<file path="src/rtl/spi_master_if.sv">
// Bus bundle between the SPI frame master and its user/slave side.
// The master modport is the view used by spi_master itself.
interface spi_master_if;
    logic       start;
    logic [9:0] cmd_data;
    logic       miso;
    logic       ss_n;
    logic       mosi;
    logic       busy;
    logic       done;
    logic [7:0] rd_data;
    logic       rd_valid;

    modport master (
        input  start, cmd_data, miso,
        output ss_n, mosi, busy, done, rd_data, rd_valid
    );

    modport slave (
        output start, cmd_data, miso,
        input  ss_n, mosi, busy, done, rd_data, rd_valid
    );
endinterface

</file>
<file path="src/rtl/spi_master.sv">
// SPI frame master: 10-bit command frames, optional turnaround and 8-bit read-back.
// Optional frame counter output enabled by macro SPI_MASTER_FRAME_CNT_EN.
module spi_master #(
    parameter int RD_WAIT  = 2,
    parameter int IDLE_GAP = 1
) (
    input  logic        clk,
    input  logic        rst_n,
    spi_master_if.master bus
`ifdef SPI_MASTER_FRAME_CNT_EN
    ,
    output logic [15:0] frame_cnt
`endif
);

    localparam logic [2:0] ST_IDLE  = 3'd0;
    localparam logic [2:0] ST_SEL   = 3'd1;
    localparam logic [2:0] ST_SHIFT = 3'd2;
    localparam logic [2:0] ST_HOLD  = 3'd3;
    localparam logic [2:0] ST_WAIT  = 3'd4;
    localparam logic [2:0] ST_READ  = 3'd5;
    localparam logic [2:0] ST_GAP   = 3'd6;

    localparam logic [3:0] WAIT_LAST = (RD_WAIT > 0) ? 4'(RD_WAIT - 1) : 4'd0;
    localparam logic [3:0] GAP_LAST  = (IDLE_GAP > 0) ? 4'(IDLE_GAP - 1) : 4'd0;
    localparam logic [1:0] OP_RD_DATA = 2'b11;

    logic [2:0] state_r, state_s;
    logic [3:0] cnt_r, cnt_s;
    logic [9:0] sr_r, sr_s;
    logic [1:0] op_r, op_s;
    logic [7:0] rx_r, rx_s;
    logic [7:0] rd_data_r, rd_data_s;
    logic       ss_n_r, ss_n_s;
    logic       mosi_r, mosi_s;
    logic       busy_r, busy_s;
    logic       done_r, done_s;
    logic       rd_valid_r, rd_valid_s;

    // Next-state, datapath and next-output decode; outputs are registered from the next state.
    always_comb begin
        state_s   = state_r;
        cnt_s     = cnt_r + 4'd1;
        sr_s      = sr_r;
        op_s      = op_r;
        rx_s      = rx_r;
        rd_data_s = rd_data_r;
        mosi_s    = 1'b0;
        case (state_r)
            ST_IDLE: begin
                cnt_s = 4'd0;
                if (bus.start) begin
                    sr_s    = bus.cmd_data;
                    op_s    = bus.cmd_data[9:8];
                    mosi_s  = bus.cmd_data[9];
                    state_s = ST_SEL;
                end else begin
                    state_s = ST_IDLE;
                end
            end
            ST_SEL: begin
                cnt_s   = 4'd0;
                mosi_s  = sr_r[9];
                state_s = ST_SHIFT;
            end
            ST_SHIFT: begin
                if (cnt_r == 4'd9) begin
                    cnt_s   = 4'd0;
                    state_s = ST_HOLD;
                end else begin
                    // sr_r[9] is on the line now, so the next bit is sr_r[8]
                    mosi_s = sr_r[8];
                    sr_s   = {sr_r[8:0], 1'b0};
                end
            end
            ST_HOLD: begin
                cnt_s = 4'd0;
                if (op_r == OP_RD_DATA) begin
                    state_s = (RD_WAIT == 0) ? ST_READ : ST_WAIT;
                end else begin
                    state_s = ST_GAP;
                end
            end
            ST_WAIT: begin
                if (cnt_r == WAIT_LAST) begin
                    cnt_s   = 4'd0;
                    state_s = ST_READ;
                end else begin
                    state_s = ST_WAIT;
                end
            end
            ST_READ: begin
                rx_s = {rx_r[6:0], bus.miso};
                if (cnt_r == 4'd7) begin
                    cnt_s     = 4'd0;
                    rd_data_s = {rx_r[6:0], bus.miso};
                    state_s   = ST_GAP;
                end else begin
                    state_s = ST_READ;
                end
            end
            ST_GAP: begin
                if (cnt_r == GAP_LAST) begin
                    cnt_s   = 4'd0;
                    state_s = ST_IDLE;
                end else begin
                    state_s = ST_GAP;
                end
            end
            default: begin
                cnt_s   = 4'd0;
                state_s = ST_IDLE;
            end
        endcase

        ss_n_s     = (state_s == ST_IDLE) || (state_s == ST_GAP);
        busy_s     = (state_s != ST_IDLE);
        done_s     = (state_s == ST_GAP) && (state_r != ST_GAP);
        rd_valid_s = done_s && (op_r == OP_RD_DATA);
    end

    // State, datapath and output registers; reset aborts any frame in flight.
    always_ff @(posedge clk or negedge rst_n) begin
        if (!rst_n) begin
            state_r    <= ST_IDLE;
            cnt_r      <= 4'd0;
            sr_r       <= 10'd0;
            op_r       <= 2'd0;
            rx_r       <= 8'd0;
            rd_data_r  <= 8'd0;
            ss_n_r     <= 1'b1;
            mosi_r     <= 1'b0;
            busy_r     <= 1'b0;
            done_r     <= 1'b0;
            rd_valid_r <= 1'b0;
        end else begin
            state_r    <= state_s;
            cnt_r      <= cnt_s;
            sr_r       <= sr_s;
            op_r       <= op_s;
            rx_r       <= rx_s;
            rd_data_r  <= rd_data_s;
            ss_n_r     <= ss_n_s;
            mosi_r     <= mosi_s;
            busy_r     <= busy_s;
            done_r     <= done_s;
            rd_valid_r <= rd_valid_s;
        end
    end

    assign bus.ss_n     = ss_n_r;
    assign bus.mosi     = mosi_r;
    assign bus.busy     = busy_r;
    assign bus.done     = done_r;
    assign bus.rd_data  = rd_data_r;
    assign bus.rd_valid = rd_valid_r;

`ifdef SPI_MASTER_FRAME_CNT_EN
    logic [15:0] frame_cnt_r;

    // Completed-frame counter, wraps naturally at 16 bits.
    always_ff @(posedge clk or negedge rst_n) begin
        if (!rst_n) begin
            frame_cnt_r <= 16'd0;
        end else if (done_r) begin
            frame_cnt_r <= frame_cnt_r + 16'd1;
        end else begin
            frame_cnt_r <= frame_cnt_r;
        end
    end

    assign frame_cnt = frame_cnt_r;
`endif

endmodule

</file>
<file path="src/flat_wrapper.sv">
// flat-port wrapper written by rule: the top's interface ports become plain ports
module spi_master_flat 
#(
    parameter int RD_WAIT  = 2,
    parameter int IDLE_GAP = 1
)
  (clk, rst_n, bus_start, bus_cmd_data, bus_miso, bus_ss_n, bus_mosi, bus_busy, bus_done, bus_rd_data, bus_rd_valid);
  spi_master_if bus_i ();
  input  logic clk;
  input  logic rst_n;
  input wire logic [$bits(bus_i.start)-1:0] bus_start;
  input wire logic [$bits(bus_i.cmd_data)-1:0] bus_cmd_data;
  input wire logic [$bits(bus_i.miso)-1:0] bus_miso;
  output wire logic [$bits(bus_i.ss_n)-1:0] bus_ss_n;
  output wire logic [$bits(bus_i.mosi)-1:0] bus_mosi;
  output wire logic [$bits(bus_i.busy)-1:0] bus_busy;
  output wire logic [$bits(bus_i.done)-1:0] bus_done;
  output wire logic [$bits(bus_i.rd_data)-1:0] bus_rd_data;
  output wire logic [$bits(bus_i.rd_valid)-1:0] bus_rd_valid;
  assign bus_i.start = bus_start;
  assign bus_i.cmd_data = bus_cmd_data;
  assign bus_i.miso = bus_miso;
  assign bus_ss_n = bus_i.ss_n;
  assign bus_mosi = bus_i.mosi;
  assign bus_busy = bus_i.busy;
  assign bus_done = bus_i.done;
  assign bus_rd_data = bus_i.rd_data;
  assign bus_rd_valid = bus_i.rd_valid;
  spi_master #(.RD_WAIT(RD_WAIT), .IDLE_GAP(IDLE_GAP)) u_core (.clk(clk), .rst_n(rst_n), .bus(bus_i));
endmodule
</file>
<file path="config.mk">
export PLATFORM = sky130hd
export DESIGN_NAME = spi_master_flat
export DESIGN_NICKNAME = d
export VERILOG_FILES = /design/src/rtl/spi_master_if.sv /design/src/rtl/spi_master.sv /design/src/flat_wrapper.sv
export SDC_FILE = /design/constraint.sdc
export NUM_CORES = 1
export LEC_CHECK = 0
export ABC_AREA = 0
export CAP_MARGIN = 40
export CORE_MARGIN = 3
export CORE_UTILIZATION = 45
export CTS_CLUSTER_SIZE = 30
export DETAILED_ROUTE_END_ITERATION = 8
export PLACE_DENSITY_LB_ADDON = 0.12
export SKIP_CTS_REPAIR_TIMING = 1
export SYNTH_ARGS = -nofsm -noshare
export SYNTH_HDL_FRONTEND = slang
export SYNTH_SLANG_ARGS = --single-unit
</file>
<file path="constraint.sdc">
create_clock -name clk -period 2.1 [get_ports clk]
set_input_delay 0.21 -clock clk [delete_from_list [all_inputs] [get_ports clk]]
set_output_delay 0.21 -clock clk [all_outputs]
set_load 0.01 [all_outputs]
</file>
==> Word level (Yosys, flattened, before mapping) <==
Index checks and enable logic that the tools add are counted.
{ "op_classes": {"addsub": 1, "n_eq_ne": 14, "mux": 18, "n_reduce_logical": 11} }
{ "ops": {"columns": ["cell", "count"], "rows": [
  ["3-bit one-hot mux with 7 select lines", 1],
  ["10-bit 2-to-1 mux", 2],
  ["10-bit one-hot mux with 2 select lines", 1],
  ["4-bit 2-to-1 mux", 4],
  ["4-bit one-hot mux with 4 select lines", 1],
  ["3-bit == test (second input constant)", 4],
  ["3-bit by 2-bit == test with 1-bit output (second input constant)", 2],
  ["3-bit zero test", 2],
  ["3-bit 2-to-1 mux", 2],
  ["4-bit by 1-bit adder with 4-bit output (second input constant)", 1],
  ["4-bit by 1-bit == test with 1-bit output (second input constant)", 1],
  ["4-bit by 3-bit == test with 1-bit output (second input constant)", 1],
  ["4-bit == test (second input constant)", 1],
  ["4-bit zero test", 1],
  ["1-bit 2-to-1 mux", 4],
  ["2-bit 2-to-1 mux", 2],
  ["2-bit inequality test (second input constant)", 2],
  ["2-bit AND reduction", 2],
  ["3-bit by 1-bit == test with 1-bit output (second input constant)", 1],
  ["3-bit inequality test (second input constant)", 1],
  ["1-bit one-hot mux with 3 select lines", 1],
  ["3-bit AND reduction", 1],
  ["3-bit nonzero test", 1],
  ["2-bit == test (second input constant)", 1],
  ["other kinds (3)", 4]
]} }
{ "totals": {"register_bits": 39, "in_bits": 14, "out_inout_bits": 13, "word_cells": 55} }

==> Depth between registers and ports, before layout <==
{ "depth": {"word_depth": 6, "ltp_mapped": 5, "mapped_depth_nobuf": 5} }

==> Worst setup path after synthesis <==
OpenSTA, ideal clock, no wires.
{ "synth_timing": {"path_kind": "reg-to-reg", "start": "register u_core.state_r[2]", "end": "register u_core.sr_r[2]", "setup_ps": 125, "t_arrival_ps": 1504, "required_time_ps": 1975, "slack_ps": 471, "stages_incl_launch_ff": 6, "path_buffers": 2, "period_less_slack_ps": 1629, "cell_sequence": "dfrtp_1 > buf_6 > nor3b_4 > buf_4 > mux2_2 > mux2_2"} }
{ "synth_via": {"elab_chain_cells": 3, "word_cells_on_any_way": 7, "cone_classes": "eq/ne (3); mux (1); reduce/logical (3)"} }
{ "synth_rtl": {"columns": ["item", "line", "source"], "rows": [
  ["start: declaration", "spi_master.sv:28", "logic [2:0] state_r, state_s;"],
  ["start signal: assignment", "spi_master.sv:137", "state_r <= state_s;"],
  ["3-bit by 2-bit == test with 1-bit output / 3-bit zero test (equally long branches)", "spi_master.sv:49", "case (state_r)"],
  ["2-bit inequality test (no line) / 2-bit nonzero test (equally long branches)", null, null],
  ["3-bit AND reduction (no line)", null, null],
  ["end signal: assignment", "spi_master.sv:139", "sr_r <= sr_s;"],
  ["end: declaration", "spi_master.sv:30", "logic [9:0] sr_r, sr_s;"]
]} }
Parallel ways exist; a longest one is shown, timed or not.
A chain may end at the register's enable or synchronous reset.

==> Worst setup path after layout <==
{ "layout_timing": {"start": "register u_core.state_r[2]", "end": "register u_core.rd_data_r[6] (netlist: u_core.bus.rd_data[6])"} }
{ "layout_via": {"elab_chain_cells": 2} }
{ "layout_rtl": {"columns": ["item", "line", "source"], "rows": [
  ["3-bit == test", "spi_master.sv:49", null],
  ["2-bit AND reduction (no line)", null, null],
  ["end signal: assignment", "spi_master.sv:142", "rd_data_r <= rd_data_s;"],
  ["end: declaration", "spi_master.sv:33", "logic [7:0] rd_data_r, rd_data_s;"]
]} }
No other way between the ends.

==> impl_metrics.env <==
export IMPL_dp_cells=230
export IMPL_start_util=0.4730
export IMPL_die_h_um=71.08
export IMPL_syn_inst=159
export IMPL_layout_nets=205
export IMPL_p_seq_frac=0.394
export IMPL_syn_avg_cell_area_um2=11.98
export IMPL_grt_met1_usage=0.2029
export IMPL_p_int_mw=2.049
export IMPL_yosysWarningCount=0
export IMPL_cp_max_fo=11
export IMPL_finalNonFillerCells=239
export IMPL_area_growth_pct=22.65
export IMPL_drive_above_1_share=0.2540
export IMPL_routed_via_density=5.142
export IMPL_drtIter0Drc=72
export IMPL_worst_pin_slew_ns=0.4995
export IMPL_pre_cts_ws_ns=0.3060
export IMPL_synth_async_reset_ratio=1.000
export IMPL_syn_nets=176
export IMPL_cts_buffers=5
export IMPL_drt_total_wl_mm=3.421
export IMPL_syn_area_um2=1906
export IMPL_required_ns=2.28
export IMPL_worst_setup_path_type="reg2reg"
export IMPL_track_usage=0.1530
export IMPL_num_rows=23
export IMPL_cts_tree="built"
export IMPL_netSwitchingPower_uw=976.5
export IMPL_grt_max_degree=31
export IMPL_port_buffers=26
export IMPL_swShare=0.3228
export IMPL_wire_per_inst_um=14.31
export IMPL_clockPowerShare=0.216
export IMPL_synthDistinctLibCells=40
export IMPL_setup_slack_ns=0.2981
export IMPL_place_congestion=0.7729
export IMPL_rrSetupSlack_ns=0.30
export IMPL_grt_busiest_layer="met2"
export IMPL_p_per_area_nw_per_um2=1294
export IMPL_clock_sinks=39
export IMPL_maxCapViolations=0
export IMPL_ys_flop_type="dfrtp_1"
export IMPL_num_vias=1229
export IMPL_final_setup_tns_ns=0
export IMPL_fill_cells=350
export IMPL_timing_final_crit_share=0.8580
export IMPL_ys_seq_area_frac=0.5128
export IMPL_finalClockSkew_ns=0.001968
export IMPL_p_leak_nw=1.103
export IMPL_end_kind="flip-flop"
export IMPL_antenna_found_initial=0
export IMPL_slew_headroom=0.6666
export IMPL_use_met3=0.04261
export IMPL_finalHoldViolCount=0
export IMPL_cts_max_level=2
export IMPL_rr_startpoint="u_core.state_r[2]"
export IMPL_dpl_hpwl_mm=2.443
export IMPL_worst_ep_arrival_time_ns=1.98
export IMPL_cts_root_buf="clkbuf_8"
export IMPL_rsz0062_at_grt="false"
export IMPL_setup_viol=0
export IMPL_clk_path_buf_depth=2
export IMPL_post_route_min_period_ns=1.802
export IMPL_cts_clk_slew_worst_paths_ns=0.08
export IMPL_synth_edf_count=0
export IMPL_fmax_ghz=0.5550
export IMPL_whs_ns=0.3094
export IMPL_drv_slew=0
export IMPL_grt_pass1_vias=1301
export IMPL_grt_pass1_wl_mm=6.106
export IMPL_drc_errors=0
export IMPL_reg2reg_depth=3
export IMPL_die_area_um2=5052
export IMPL_overflow=0
export IMPL_status="complete, no violations"
export IMPL_cp_start_kind="flip-flop"
export IMPL_hp_class="in2async"
export IMPL_die_w_um=71.08
export IMPL_detail_route_antenna_nets=0
export IMPL_grt_use_met2=0.2451
export IMPL_ys_seq_elements=39
export IMPL_core_um2=4029
export IMPL_ioPinCount=27
export IMPL_clkLatencyLatePin_ns=0.29
export IMPL_ir_drop_mv=0.7207
export IMPL_diodes=0
export IMPL_timing_rr_end="u_core.bus.rd_data[6]"
export IMPL_comb_power_share=0.391
export IMPL_firstDrtPassIters=4
==> worst max-delay path: stages, from the launching register on <==
cell      delay [ns]
dfrtp_1         0.65
nand3b_4        0.19
nor2_2          0.46
mux2_2          0.39
==> Yosys cell counts, types with 2 or more instances <==
library cell / instances / share of area
nand3_1: 3 / 0.0079
a21oi_1: 5 / 0.013
or3b_2: 2 / 0.0092
dfrtp_1: 38 / 0.50
nor2b_1: 2 / 0.0066
buf_6: 2 / 0.012
inv_1: 4 / 0.0079
clkbuf_1: 3 / 0.0059
mux2_1: 3 / 0.018
nor3b_1: 2 / 0.0079
mux2_2: 25 / 0.15
buf_4: 2 / 0.0079
nor2_1: 2 / 0.0039
nand3b_1: 3 / 0.012
nand2_1: 25 / 0.049
a21o_1: 5 / 0.020
o21ai_0: 4 / 0.011
buf_2: 2 / 0.0053
xor2_1: 3 / 0.014
ha_1: 3 / 0.020
and3b_1: 2 / 0.0092
==> per-stage QoR <==
step	util	instance area (um2)	total power, mW
after floorplan	-	1906	2.125
after global placement	0.5435	2190	2.351
after detailed placement	0.5484	2210	2.394
after CTS	0.5776	2327	3.062
after global routing	0.5801	2337	3.260
final	0.5801	2337	3.026
==> worst max-delay path by stage <==
stage / startpoint / to / depth (start not counted)
after detailed placement: u_core.state_r[2] / u_core.bus.rd_data[6] / 3
after floorplan: u_core.state_r[2] / u_core.sr_r[2] / 5
after global routing: u_core.state_r[2] / u_core.bus.rd_data[0] / 3
after global placement: u_core.state_r[2] / u_core.bus.rd_data[1] / 3
final: u_core.state_r[2] / u_core.bus.rd_data[6] / 3
after CTS: u_core.state_r[2] / u_core.bus.rd_data[2] / 3
==> cells by family after synthesis <==
| group | count (synthesis) | synth area share |
|---|---|---|
| AO/OA/AOI/OAI | 24 | 0.09456 |
| AND/OR/NAND/NOR | 47 | 0.1477 |
| flip-flops | 39 | 0.5128 |
| buffers and inverters | 14 | 0.04136 |
| adder cells (fa/ha/maj) | 3 | 0.01970 |
| multiplexers | 28 | 0.1655 |
| XOR/XNOR | 4 | 0.01839 |
==> per-layer routing <==
layer | wire (um) | up-vias
met1 | 1596 | 592
li1 | - | 607
met5 | 0 | -
met2 | 1644 | 24
met3 | 137 | 6
met4 | 43 | 0
==> cell type report <==
cell class / count / area (um2) / share of cell area
Sequential cell: 39 / 977.2 / 0.4181
Multi-Input combinational cell: 106 / 849.6 / 0.3635
Timing Repair Buffer: 32 / 315.3 / 0.1349
Clock buffer: 6 / 82.58 / 0.03533
Tap cell: 50 / 62.56 / 0.02677
Clock inverter: 2 / 35.03 / 0.01499
Inverter: 4 / 15.01 / 0.006424
==> registers in the layout, indices dropped and copies added, names as in the netlist <==
signal / cells
u_core.rx_r: 7
u_core.cnt_r: 4
u_core.bus.busy: 1
u_core.bus.done: 1
u_core.bus.ss_n: 1
u_core.bus.rd_valid: 1
u_core.op_r: 2
u_core.bus.rd_data: 8
u_core.state_r: 3
u_core.bus.mosi: 1
u_core.sr_r: 10
==> power by group through the flow <==
stage | clock [mW] | combinational (mW) | sequential, mW
after global placement | 0 | 1.15 | 1.20
after floorplan | 0 | 1.02 | 1.11
after global routing | 0.712 | 1.32 | 1.23
after detailed placement | 0 | 1.19 | 1.20
final | 0.652 | 1.18 | 1.19
after CTS | 0.671 | 1.20 | 1.19
==> cells in the final DEF, fill, tap and decap left out, drive strengths merged <==
cell	instances
nand2	25
a21o	5
clkbuf	6
ha	3
a21oi	6
or3b	2
a22oi	1
nor3b	3
a21boi	1
a311o	1
o21ai	4
a221o	1
nor4b	1
buf	6
a22o	1
inv	4
nand3b	4
nor2	3
o21ba	1
nor2b	2
nand3	3
and3b	2
clkdlybuf4s50	25
or2	1
dfrtp	38
o221ai	1
xnor2	1
clkinv	1
bufinv	1
xor2	3
a221oi	1
dlygate4sd3	1
nor3	1
o211a	1
mux2	28
dfstp	1
Power figures use the tool's default switching activity.
